==> src/rtl/func_decoder.sv <==
// rtl/func_decoder.sv - registered 3-to-8 one-hot decoder with minterm-mask function outputs
module func_decoder #(
    parameter logic [7:0] F1_MINTERMS = 8'b1001_0110,
    parameter logic [7:0] F2_MINTERMS = 8'b1110_1000,
    parameter logic [7:0] F3_MINTERMS = 8'b0101_0101
) (
    input  logic       clk,
    input  logic       rst_n,
    input  logic       en,
    input  logic [2:0] inp,
    output logic [7:0] dec,
    output logic       f1,
    output logic       f2,
    output logic       f3,
    output logic       valid
);

    logic [7:0] d;
    logic       f1_next;
    logic       f2_next;
    logic       f3_next;

    always_comb begin
        d      = 8'h00;
        d[inp] = 1'b1;
    end

    // Each function is the sum of the minterms its mask selects.
    assign f1_next = |(d & F1_MINTERMS);
    assign f2_next = |(d & F2_MINTERMS);
    assign f3_next = |(d & F3_MINTERMS);

    always_ff @(posedge clk or negedge rst_n) begin
        if (!rst_n) begin
            dec   <= 8'h00;
            f1    <= 1'b0;
            f2    <= 1'b0;
            f3    <= 1'b0;
            valid <= 1'b0;
        end else begin
            valid <= en;
            if (en) begin
                dec <= d;
                f1  <= f1_next;
                f2  <= f2_next;
                f3  <= f3_next;
            end
        end
    end

endmodule

==> config.mk <==
export PLATFORM = sky130hd
export DESIGN_NAME = func_decoder
export DESIGN_NICKNAME = d
export VERILOG_FILES = /design/src/rtl/func_decoder.sv
export SDC_FILE = /design/constraint.sdc
export NUM_CORES = 1
export LEC_CHECK = 0
export BUFFER_PORTS_ARGS = -buffer_cell sky130_fd_sc_hd__buf_2
export CAP_MARGIN = 5
export CORE_MARGIN = 3
export CORE_UTILIZATION = 29
export DETAILED_ROUTE_END_ITERATION = 12
export SYNTH_ARGS = -nofsm -noshare
export SYNTH_HDL_FRONTEND = slang
export SYNTH_SLANG_ARGS = --single-unit
==> constraint.sdc <==
create_clock -name clk -period 1 [get_ports clk]
set_input_delay 0.15 -clock clk [delete_from_list [all_inputs] [get_ports clk]]
set_output_delay 0.15 -clock clk [all_outputs]
set_load 0.05 [all_outputs]
==> results.py <==
metrics = {
    "detailed_routing": {
        "drt-total-wl_um": 1040,
        "dr.pass1.iters": 3,
        "vias": 386,
        "antenna_left": 0,
        "drtIter0Drc": 4,
        "drc": 0,
        "wl_per_cell_um": 12.4,
        "vias_per_cell": 4.60,
    },
    "power_and_ir_drop": {
        "swShare_pct": 30.7,
        "power-per-cell-area_nw_per_um2": 1720,
        "peakVddDrop_v": 0.000791,
        "power_frac_seq_pct": 42.9,
        "pwr-share-clk_pct": 29.8,
        "p_leak_nw": 0.367,
        "power.internal_mw": 0.882,
        "power.switching_mw": 0.390,
        "p_comb_share_pct": 27.3,
    },
    "sta": {
        "rsz0062_at_grt": "yes",
        "post-route-min-period_ps": 978,
        "holdWs_ps": 146,
        "tightest_slew_ps": 269,
        "fmax_mhz": 1020,
        "fin_skew_ps": 0,
        "relSlewSlack_pct": 82.0,
        "slew_violations": 0,
        "setup_viol": 0,
        "min_period_over_period_pct": 97.8,
        "hold_viol": 0,
    },
    "clock_tree": {
        "ctsHtreeMaxLevel": 1,
        "path_clk_slew_ps": 70,
        "clock-root-buffer": "clkbuf_4",
        "cts_tree": "built",
        "insertion_delay_ps": 260,
        "clock_path_buffers": 2,
        "cts_sinks": 12,
        "cts_buffers": 3,
    },
    "yosys": {
        "yosysMostFrequentCell": "dfrtp_1",
        "syn_nets": 50,
        "ys.flop_type": "dfrtp_1",
        "yosys.cell_types.count": 13,
        "yosysTopAreaCell": "dfrtp_1",
        "ys_async_sr_fraction_pct": 100,
        "yosysSeqAreaShare_pct": 60.2,
        "ys.warnings.count": 0,
        "synthCells": 44,
        "synth-seq-cells": 12,
        "yosys-top-cells-area": "dfrtp_1 (60%), o22ai_1 (8.8%), inv_1 (7.5%)",
        "ys_top_cells_by_count": "dfrtp_1 (12), inv_1 (10), o22ai_1 (7)",
        "syn_avg_cell_area_sq_um": 11.3,
        "yosysTopAreaCellShare_pct": 60.2,
        "syn-cell-area_sq_um": 499,
        "synth_edf_count": 0,
    },
    "finish": {
        "area_growth_pct": 48.4,
        "seq_area_sq_um": 300,
        "multi_input_area_sq_um": 143,
        "nFillCells": 153,
        "drive_above_1_share_pct": 39.7,
        "final_cells": 84,
        "fin_nets": 75,
        "diodes": 0,
        "post-route-util_pct": 47.5,
    },
    "grt": {
        "grt_pass1_vias": 359,
        "grtUsageTotal_pct": 10.4,
        "overflow": 0,
        "grt_pass1_wl_um": 1550,
        "grt_max_degree": 13,
        "grt_antenna_before_repair": 0,
    },
    "floorplanning": {
        "coreArea_sq_um": 1560,
        "fp-row-count": 14,
        "ios": 18,
        "die_width_um": 47.5,
        "die_h_um": 47.5,
        "start_util_pct": 32.0,
        "die-area_sq_um": 2260,
    },
    "outcome": {
        "status": "completed",
    },
    "worst_setup_path": {
        "crit_path_top_delay_cell": "dfrtp_1",
        "critPathCaptureType": "output pin",
        "path_delay_family": "flip-flops",
        "crit_path_max_fanout": 2,
        "cp.required_ps": 850,
        "cp.arrival_ps": 830,
        "critPathBufInv": 1,
        "path_class": "register to output pin",
        "crit_path_start_kind": "register",
        "path_cells": "buf_6",
        "max_stage_delay_ps": 400,
    },
    "placement": {
        "gp_congestion": 0.739,
        "numPlacedInstances": 77,
        "hpwl_um": 728,
        "port_buffers": 17,
    },
    "job": {
        "drv_cap": 0,
    },
    "hold_path": {
        "hold_class": "input port to register",
    },
}
-- per-stage QoR --
stage / setup TNS, ps / power, mW / cell area [sq um] / setup WS (ps)
6_report: 0 / 1.27 / 741 / 21.7
5_1_grt: -17.1 / 1.33 / 741 / -7.11
4_1_cts: 0 / 1.26 / 703 / 1.70
3_5_place_dp: -35.8 / 0.834 / 608 / -35.8
3_3_place_gp: -17.6 / 0.832 / 608 / -17.6
2_1_floorplan: 0 / 0.756 / 499 / 5.75
-- power groups by stage --
stage	registers (mW)	clock network (mW)	logic, mW
after floorplan	0.680	0	0.0765
after global placement	0.547	0	0.285
after detailed placement	0.548	0	0.286
after CTS	0.544	0.388	0.324
after global routing	0.550	0.405	0.370
final	0.546	0.379	0.347
-- cells in the final DEF, fill, tap and decap left out, drive strengths merged --
master and count:
mux2 1, dfrtp 12, a21oi 1, o21ai 2
inv 10, dlygate4sd3 1, or2b 1, clkbuf 4
nand2b 2, o22ai 7, xor3 1, buf 22
nand2 2, o32ai 2
-- cell type report --
class,instances,share of cell area [%]
clock buffer,4,4.90
multi-input combinational,19,19.3
tap,16,2.70
timing repair buffer,23,27.5
sequential,12,40.5
inverter,10,5.07
-- sequential cells by signal, summed over array words and instances, names as in the netlist --
signal	count
f2	1
f1	1
f3	1
dec	8
valid	1
-- worst reg2reg max path: cells and delay by family, from the launching register on --
kind	cells	cell delay [ps]
buffers and inverters	1	140
DFF	1	390
muxes	1	250
-- layer usage --
metal / GRT usage [%] / up-vias / part of all wire, %
met2: 13.4 / 13 / 43
met3: 3.01 / 2 / 6.1
li1: - / 192 / -
met1: 14.2 / 179 / 50
met5: 0 / - / 0
met4: 8.29 / 0 / 0.67
-- worst paths after layout --
kind | endpoint | depth (start not counted) | slack [ps] | startpoint
max | dec[1] | 1 | 20 | dec[1]$_DFFE_PN0P_
min | dec[0]$_DFFE_PN0P_ | 2 | 150 | inp[1]
max reg2reg | f1$_DFFE_PN0P_ | 2 | 110 | f1$_DFFE_PN0P_
min reg2reg | f3$_DFFE_PN0P_ | 2 | 540 | f3$_DFFE_PN0P_
max in group asynchronous | f1$_DFFE_PN0P_ | 2 | 510 | rst_n
min in group asynchronous | dec[5]$_DFFE_PN0P_ | 2 | 280 | rst_n
-- logic make-up after synthesis --
group	share of synthesized area [%]
compound gates	15.3
xor+xnor	4.76
buf+inv	11.3
flops	60.2
mux	3.01
simple gates	5.51
-- what timing repair did --
action / CTS / global route
setup endpoints to repair: 12 / 10
buffers inserted: 0 / 2
hold buffers: 1 / 0
resized for setup: 17 / 6
hold endpoints to repair: 12 / 0
No activity file was read; power rests on OpenSTA's default activity.
